===== config.mk =====
export PLATFORM = sky130hd
export DESIGN_NAME = cpu_mem_bridge
export DESIGN_NICKNAME = d
export VERILOG_FILES = /design/src/rtl/cpu_mem_bridge.sv
export SDC_FILE = /design/constraint.sdc
export NUM_CORES = 1
export LEC_CHECK = 0
export CORE_MARGIN = 5
export CORE_UTILIZATION = 40
export CTS_BUF_LIST = sky130_fd_sc_hd__clkbuf_4 sky130_fd_sc_hd__clkbuf_8
export DETAILED_ROUTE_END_ITERATION = 12
export PLACE_DENSITY = 0.76
export SLEW_MARGIN = 20
export SYNTH_ARGS = -nofsm -noshare
export SYNTH_HDL_FRONTEND = slang
export SYNTH_SLANG_ARGS = --single-unit

===== constraint.sdc =====
create_clock -name clk -period 5.5 [get_ports clk]
set_clock_uncertainty 0.05 [all_clocks]
set_input_delay 1.1 -clock clk [delete_from_list [all_inputs] [get_ports clk]]
set_output_delay 1.1 -clock clk [all_outputs]
set_load 0.005 [all_outputs]

===== src/rtl/cpu_mem_bridge.sv =====
// Bridges the CPU core bus onto a synchronous single-port memory; optional ROM write guard via CPU_MEM_BRIDGE_ROM_PROTECT_EN.
// Latency: WAIT_STATES+3 cycles per access, request cycle included (IDLE -> ACCESS x (WAIT_STATES+1) -> DONE).
// Backpressure: cpu_enable stalls the core from request until DONE; cpu_enable is held low while rst is high.
module cpu_mem_bridge #(
    parameter int                    ADDR_WIDTH  = 16,
    parameter int                    DATA_WIDTH  = 8,
    parameter int                    WAIT_STATES = 1,
    parameter logic [ADDR_WIDTH-1:0] ROM_BASE    = 'hE000
) (
    input  logic                  clk,
    input  logic                  rst,
    input  logic                  req_rdwr,
    input  logic                  which_rdwr,
    input  logic [ADDR_WIDTH-1:0] addr,
    input  logic [DATA_WIDTH-1:0] cpu_data_out,
    output logic [DATA_WIDTH-1:0] cpu_data_in,
    output logic                  cpu_enable,
    output logic [ADDR_WIDTH-1:0] mem_addr,
    output logic [DATA_WIDTH-1:0] mem_data_wr,
    input  logic [DATA_WIDTH-1:0] mem_data_rd,
    output logic                  mem_re,
    output logic                  mem_we
`ifdef CPU_MEM_BRIDGE_ROM_PROTECT_EN
    ,
    output logic                  rom_wr_fault
`endif
);

    localparam logic       DIR_READ  = 1'b0;
    localparam logic       DIR_WRITE = 1'b1;
    localparam logic [3:0] WS_INIT   = 4'(WAIT_STATES);

    typedef enum logic [1:0] {
        IDLE   = 2'd0,
        ACCESS = 2'd1,
        DONE   = 2'd2
    } state_t;

    state_t     state;
    logic [3:0] wait_cnt;
    logic       dir;
    logic       wr_blocked;
    logic       start;

    assign start = (state == IDLE) && req_rdwr;

`ifdef CPU_MEM_BRIDGE_ROM_PROTECT_EN
    // Evaluated on the latch edge, so it matches the address being captured.
    assign wr_blocked = (addr >= ROM_BASE);

    always_ff @(posedge clk or posedge rst) begin
        if (rst) begin
            rom_wr_fault <= 1'b0;
        end else if (start && (which_rdwr == DIR_WRITE) && wr_blocked) begin
            rom_wr_fault <= 1'b1;
        end
    end
`else
    logic unused_rom_base;
    assign wr_blocked      = 1'b0;
    assign unused_rom_base = ^ROM_BASE;
`endif

    always_ff @(posedge clk or posedge rst) begin
        if (rst) begin
            state       <= IDLE;
            wait_cnt    <= '0;
            dir         <= DIR_READ;
            mem_re      <= 1'b0;
            mem_we      <= 1'b0;
            mem_addr    <= '0;
            mem_data_wr <= '0;
            cpu_data_in <= '0;
        end else begin
            case (state)
                IDLE: begin
                    if (req_rdwr) begin
                        mem_addr    <= addr;
                        mem_data_wr <= cpu_data_out;
                        dir         <= which_rdwr;
                        mem_re      <= (which_rdwr == DIR_READ);
                        mem_we      <= (which_rdwr == DIR_WRITE) && !wr_blocked;
                        wait_cnt    <= WS_INIT;
                        state       <= ACCESS;
                    end
                end
                ACCESS: begin
                    // Strobes are single-cycle: only the first ACCESS cycle sees them.
                    mem_re <= 1'b0;
                    mem_we <= 1'b0;
                    if (wait_cnt != 4'd0) begin
                        wait_cnt <= wait_cnt - 4'd1;
                    end else begin
                        if (dir == DIR_READ) begin
                            cpu_data_in <= mem_data_rd;
                        end
                        state <= DONE;
                    end
                end
                DONE: begin
                    state <= IDLE;
                end
                default: begin
                    state <= IDLE;
                end
            endcase
        end
    end

    // Core advances once per access (edge ending DONE), or freely when idle with no request.
    assign cpu_enable = !rst && (((state == IDLE) && !req_rdwr) || (state == DONE));

endmodule


# Word-level counts from Yosys, hierarchy flattened
# Index checks and enable logic that the tools add are counted.
# word_totals
regBits	41
inputBits	36
output_inout_bits	35
elab_cells	40
# classes
add_sub_neg	1
eq_ne	5
mux	10
bitwise_logic	3
reduce_logical	13
# ops
op	n
4-bit 2-to-1 mux	2
4-bit case mux with 2 select lines	1
2-bit != test, second input constant	3
2-bit AND reduction	3
3-bit AND reduction	2
2-bit 2-to-1 mux	2
1-bit case mux with 2 select lines	2
2-bit case mux with 2 select lines	1
4-bit nonzero test	1
4-bit by 1-bit subtractor with 4-bit output, second input constant	1
1-bit NOT	3
2-bit by 1-bit == test with 1-bit output, second input constant	1
2-bit == test, second input constant	1
1-bit logical AND	2
1-bit zero test	2
2-bit zero test	1
1-bit 2-to-1 mux	2
2-bit nonzero test	1
1-bit logical OR	1

# Depth between registers and ports, before layout
# Gate-level depths: netlist of run 1.
# logic_depth
ltp_word	4
depth_mapped	6
ltp_nobuf	5

# Least setup slack after synthesis of run 1
# OpenSTA, ideal clock, no wires.
# synth_timing
path_type	input to output
start	in req_rdwr
end	out cpu_enable
t_arrival_ns	1.374
required_ns	4.350
path_slack_ns	2.976
cell_stages	2
cell_sequence	nor2b_1 -> nor3_1
# synth_via
elab_chain_cells	4
# synth_lines
element	line	source
from (decl)	12	input logic req_rdwr,
1-bit zero test	111	assign cpu_enable = !rst && (((state == IDLE) && !req_rdwr) || (state == DONE));
1-bit logical AND	111	
1-bit logical OR	111	
1-bit logical AND	111	
to (decl)	17	output logic cpu_enable,
# Every way passes these cells.

# Worst setup path in the final report of run 1
# Same ends and word-level chain as after synthesis.

==> reports/qor.txt, run 1 <==
Sink Count -> 41
M2 GR Usage -> 22.05%
Die ar. -> 5604 µm²
hold_buf cts -> 0
GR met3 Demand/Resource -> 5.340%
Final Wtd Congestion -> 0.7488
pre-CTS setup slack -> 2021 ps
Rel. slew slack -> 63.55%
design area -> 2534 µm²
row count -> 23
most frequent cell after synthesis -> dfrtp_1
final non-filler cell total -> 241
global route hottest layer -> met2
Port Buffers -> 70
Syn Inst Count -> 116
register area share after synthesis -> 60.97%
hold_sp -> mem_re$_DFFE_PP0P_
Initial Utilization -> 41.77%
setup TNS -> 0 ps
clock tree buffer depth -> 2
DR vias/cell -> 4.817
Die W -> 74.86 µm
leakage power -> 0.001106 µW
Worst Path Required -> 4350 ps
P per Cell Area -> 527.6 nW/µm²
post-DR wirelength/cell -> 14.76 µm
Hold/Removal Path Class -> reg2reg
Synth top area share -> 60.97%
Reg2Reg Capture Point -> cpu_data_in[4]$_DFFE_PP0P_
Final WS setup -> 2015 ps
Die Height -> 74.86 µm
maximum clock frequency -> 0.2869 GHz
total setup buffers inserted after CTS -> 0
Setup crit end kind -> primary output
Final Setup Violations -> 0
hold endpoint -> mem_re$_DFFE_PP0P_
DR iter-0 viols -> 37
fillers -> 310
nets -> 228
CTS root buf -> clkbuf_8
dpl cells -> 233
hold path depth -> 2
Post-synth EDFFs -> 0
maximum VDD drop -> 0.1975 mV
CTS tree -> yes
final core occ -> 62.89%
final hold vios -> 0
mean post-synth cell area -> 14.51 µm²
GRT overflow -> 0
dpl cell area -> 2437 µm²
crit path kind -> in2out
yosys warns -> 0
prevailing post-synth register cell -> dfrtp_1
synthesized cell area -> 1683 µm²
initial antenna violation count -> 0
area grow syn2layout -> 50.56%
Vias -> 1161
outcome -> completed
Post-DP HPWL -> 2676 µm
Tmin final -> 3485 ps
dominant cell type by area after synthesis -> dfrtp_1
Post-synth ARST share -> 100.0%
first-pass GRT wire length -> 5747 µm
Tcrit/Tclk final -> 63.37%
GR Layer Usage met1 -> 16.55%
I/O pin count -> 71
Synth area leaders -> dfrtp_1 (61%), mux2_1 (15%), mux2_4 (7.1%), mux2_2 (2.0%), ha_1 (1.5%)
Inserted Clock Buffers -> 5
post-route ant nets -> 0
RSZ-0062 raised after global routing -> false
largest net degree at the start of global routing -> 42
core box area -> 4029 µm²
r2r setup slk -> 3270 ps
iteration count of the initial detailed-routing pass -> 4
WL final -> 3558 µm
diode count -> 0
post-CTS resize count -> 0
syn nets -> 154
drt drc -> 0
Worst-Skew Late Latency -> 290 ps
flops & latches, synth -> 41
H-tree Lvls -> 2
worst r2r src -> wait_cnt[0]$_DFFE_PP0P_
max-slew violations -> 0
critical-path maximum fanout -> 3
R2R depth -> 5
Yosys cell types -> 28
layout cells sized above 1 -> 12.57%
CP Data Arrival Time -> 2340 ps
CP Launch Type -> primary input
maxcap violations -> 0
clock slew at reported path FFs -> 80 ps
Synth top cells by count -> dfrtp_1 (41), mux2_1 (23), mux2_4 (8), nand2_1 (5)
Tot GR Track Use -> 13.66%
vias in the first global route -> 1263
Worst Tran Pin Value -> 545.6 ps
-- through the flow --
stage | hold slack, ps | total power [µW]
4_1_cts | 445.1 | 1360
3_3_place_gp | 414.2 | 1124
6_report | 436.7 | 1337
2_1_floorplan | 400.9 | 811.9
5_1_grt | 458.5 | 1436
3_5_place_dp | 426.0 | 1152
-- state kept, by name, indices dropped and copies added (netlist names) --
signal / flops
cpu_data_in: 8
dir: 1
wait_cnt: 4
mem_data_wr: 8
mem_we: 1
mem_re: 1
state: 2
mem_addr: 16
-- worst max-delay path by stage --
stage / startpoint / endpoint / slack [ps] / cells past startpoint
6_report: req_rdwr / cpu_enable / 2010 / 4
5_1_grt: req_rdwr / cpu_enable / 1930 / 4
4_1_cts: req_rdwr / cpu_enable / 2000 / 4
3_5_place_dp: req_rdwr / cpu_enable / 2020 / 4
3_3_place_gp: req_rdwr / cpu_enable / 2030 / 4
2_1_floorplan: req_rdwr / cpu_enable / 2980 / 2
-- report_power, final --
| part | internal [µW] | total [µW] | leakage [µW] | switching, µW |
|---|---|---|---|---|
| logic | 401 | 593 | 0.000565 | 192 |
| registers | 451 | 542 | 0.000489 | 91.4 |
| clock network | 102 | 202 | 0.0000512 | 100 |
-- logic make-up (layout without fill, tap and decap cells) --
| group | count (synthesis) | after routing | synth area share (%) |
|---|---|---|---|
| AO/OA/AOI/OAI | 7 | 7 | 2.899 |
| adder cells (fa/ha/maj) | 2 | 2 | 1.487 |
| multiplexers | 34 | 34 | 24.54 |
| flip-flops | 41 | 41 | 60.97 |
| buffers and inverters | 9 | 84 | 2.602 |
| AND/OR/NAND/NOR | 23 | 23 | 7.510 |
-- worst max-delay path, stage by stage --
cell and delay, ps:
clkdlybuf4s50_1 430, nor2b_1 140, nor3_1 130, clkdlybuf4s50_1 530
-- final cells by class --
| type | instances | area [µm²] | area share, % |
|---|---|---|---|
| Clock buffer | 6 | 82.58 | 3.259 |
| Inverter | 4 | 15.01 | 0.5926 |
| Tap cell | 50 | 62.56 | 2.469 |
| Multi-Input combinational cell | 66 | 618.1 | 24.40 |
| Clock inverter | 2 | 13.76 | 0.5432 |
| Timing Repair Buffer | 72 | 715.7 | 28.25 |
| Sequential cell | 41 | 1026 | 40.49 |
-- cells in the final DEF, fill, tap and decap left out, drive strengths merged --
| master | n |
|---|---|
| a211oi | 1 |
| a21oi | 1 |
| a22o | 2 |
| and3 | 1 |
| buf | 2 |
| clkbuf | 6 |
| clkdlybuf4s50 | 70 |
| clkinv | 2 |
| dfrtp | 41 |
| ha | 2 |
| inv | 4 |
| mux2 | 34 |
| nand2 | 5 |
| nand2b | 1 |
| nand3 | 3 |
| nor2 | 2 |
| nor2b | 2 |
| nor3 | 4 |
| nor3b | 2 |
| o21ai | 2 |
| o21bai | 1 |
| or3 | 1 |
| or3b | 1 |
| or4 | 1 |
-- layer usage --
| layer | wire length [µm] | part of all wire [%] |
|---|---|---|
| met1 | 1458 | 41 |
| met2 | 1705 | 48 |
| met3 | 347 | 9.8 |
| met4 | 46 | 1.3 |
| met5 | 0 | 0 |
Power figures use the tool's default switching activity.
==> inputs of run 2 (changes only) <==
--- a/config.mk
+++ b/config.mk
@@ -6,10 +6,10 @@
 export NUM_CORES = 1
 export LEC_CHECK = 0
 export CORE_MARGIN = 5
-export CORE_UTILIZATION = 40
+export CORE_UTILIZATION = 39
 export CTS_BUF_LIST = sky130_fd_sc_hd__clkbuf_4 sky130_fd_sc_hd__clkbuf_8
 export DETAILED_ROUTE_END_ITERATION = 12
-export PLACE_DENSITY = 0.76
+export PLACE_DENSITY = 0.77
 export SLEW_MARGIN = 20
 export SYNTH_ARGS = -nofsm -noshare
 export SYNTH_HDL_FRONTEND = slang
==> constraint.sdc (replaced) <==
create_clock -name clk -period 2.94 [get_ports clk]
set_clock_uncertainty 0.05 [all_clocks]
set_input_delay 0.588 -clock clk [delete_from_list [all_inputs] [get_ports clk]]
set_output_delay 0.588 -clock clk [all_outputs]
set_load 0.005 [all_outputs]
==> run 2 against run 1 <==
  * Critical path depth unchanged
  * Via count up 2.7%
  * Clock-buffer cell count up 1
  * Power up 95%
  * Combinational power up 89%
  * Non-clock buffer count unchanged
  * Flip-flop and latch count unchanged
  * Critical endpoint unchanged
  * Largest power group unchanged
  * Highest routed layer unchanged
==> reports/qor.txt, run 2 (synthesis results as in run 1) <==
outcome -> completed
drt drc -> 0
Worst Path Required -> 2300 ps
maximum clock frequency -> 0.3988 GHz
post-route ant nets -> 0
Rel. slew slack -> 61.78%
Final Wtd Congestion -> 0.6927
critical-path maximum fanout -> 3
R2R depth -> 5
Setup crit end kind -> primary output
Switching Share -> 27.93%
area grow syn2layout -> 51.97%
Vias -> 1192
final non-filler cell total -> 241
leakage power -> 0.001116 µW
Sink Count -> 41
clock tree buffer depth -> 2
largest net degree at the start of global routing -> 42
met1 WL -> 1535 µm
Initial Utilization -> 41.18%
setup TNS -> 0 ps
Inserted Clock Buffers -> 5
total setup buffers inserted after CTS -> 0
Tcrit/Tclk final -> 85.29%
maximum VDD drop -> 0.4942 mV
initial antenna violation count -> 0
RSZ-0062 raised after global routing -> false
DR vias/cell -> 4.946
area of the multi-input gates -> 618.1 µm²
Regs by FF count -> mem_addr x16, cpu_data_in x8, mem_data_wr x8
CTS tree -> yes
diode count -> 0
Die ar. -> 5729 µm²
CP Data Arrival Time -> 1870 ps
I/O pin count -> 71
GRT overflow -> 0
Tot GR Track Use -> 14.72%
CTS root buf -> clkbuf_8
Worst setup endpoint -> cpu_enable
Top Layer Used -> met4
Die W -> 75.69 µm
Reg2Reg Capture Point -> cpu_data_in[4]$_DFFE_PP0P_
maxcap violations -> 0
storage element area -> 1026 µm²
CP delay by family, top -> buffers and inverters
r2r setup slk -> 700 ps
core box area -> 4086 µm²
final hold vios -> 0
Post-DP HPWL -> 2909 µm
clock share of power -> 17.9%
crit path kind -> in2out
most common cell after layout, fill and taps aside -> clkdlybuf4s50_1
Worst-Skew Late Latency -> 290 ps
vias in the first global route -> 1334
max-slew violations -> 0
Comb power frac -> 42.9%
Die Height -> 75.69 µm
crit-path cells -> clkdlybuf4s50_1 > nor2b_1 > nor3_1 > clkdlybuf4s50_1
design area -> 2557 µm²
Hold/Removal Path Class -> reg2reg
Met2 Wirelength -> 1844 µm
iteration count of the initial detailed-routing pass -> 3
crit path from -> req_rdwr
first-pass GRT wire length -> 6251 µm
post-DR wirelength/cell -> 15.88 µm
CP most frequent cell -> clkdlybuf4s50_1
Tmin final -> 2508 ps
Reg power frac -> 39.2%
row count -> 23
CP Launch Type -> primary input
nets -> 228
NetSw -> 728.6 µW
DR iter-0 viols -> 29
Pint -> 1880 µW
CP bufs+invs -> 2
layout cells sized above 1 -> 12.57%
CP max-delay cell -> clkdlybuf4s50_1
WL final -> 3828 µm
max incr delay on CP -> 540 ps
hold_buf cts -> 0
fillers -> 329
dpl cells -> 233
Final Setup Violations -> 0
P per Cell Area -> 1020 nW/µm²
most frequent cells in the layout -> clkdlybuf4s50_1 (70), dfrtp_1 (41), mux2_1 (23)
dpl cell area -> 2437 µm²
Worst Tran Pin Value -> 572.0 ps
Crit path depth -> 4
metal3 WL -> 362 µm
clock slew at reported path FFs -> 80 ps
Port Buffers -> 70
worst r2r src -> wait_cnt[0]$_DFFE_PP0P_
Overall Power -> 2608 µW
Largest register FFs -> 16
Most flops, register -> mem_addr
post-CTS resize count -> 0
H-tree Lvls -> 2
## run 2: cell count changes in the layout (fill, tap and decap cells not counted), sizes merged
cell / before / now
clkinv: 2 / 0
bufinv: 0 / 1
clkbuf: 6 / 7
## run 2: layer usage
metal,GRT usage [%],vias to the layer above
li1,-,552
met1,16.50,576
met2,25.79,53
met3,4.617,11
met4,6.214,0
met5,0,-
## run 2: worst min-delay path by stage
| stage | cells after the start | endpoint | startpoint | slack, ps |
|---|---|---|---|---|
| final | 1 | dir$_DFFE_PP0P_ | dir$_DFFE_PP0P_ | 440 |
| after global routing | 1 | mem_addr[10]$_DFFE_PP0P_ | mem_addr[10]$_DFFE_PP0P_ | 460 |
| after CTS | 1 | dir$_DFFE_PP0P_ | dir$_DFFE_PP0P_ | 440 |
| after detailed placement | 1 | dir$_DFFE_PP0P_ | dir$_DFFE_PP0P_ | 420 |
| after global placement | 1 | dir$_DFFE_PP0P_ | dir$_DFFE_PP0P_ | 410 |
| after floorplan | 1 | dir$_DFFE_PP0P_ | dir$_DFFE_PP0P_ | 400 |
## run 2: power groups by stage
stage	Clock, µW	Combinational [µW]	Sequential, µW
finish	467	1120	1020
global route	505	1230	1060
CTS	480	1140	1020
detailed placement	0	1140	1030
global placement	0	1090	1010
floorplan	0	507	1010
## run 2: per-stage QoR
| stage | hold WS [ps] | utilization [%] | worst slack (ps) |
|---|---|---|---|
| global placement | 412.3 | 59.64 | 499.2 |
| finish | 435.8 | 62.58 | 432.5 |
| detailed placement | 422.7 | 59.64 | 448.7 |
| global route | 456.8 | 62.58 | 332.4 |
| floorplan | 400.9 | - | 959.1 |
| CTS | 440.2 | 62.58 | 427.5 |
## run 2: area by class of cell
type,count,area share (%)
Sequential cell,41,40.12
Timing Repair Buffer,72,27.98
Multi-Input combinational cell,66,24.17
Clock buffer,7,3.523
Tap cell,50,2.446
Clock inverter,1,1.174
Inverter,4,0.5871
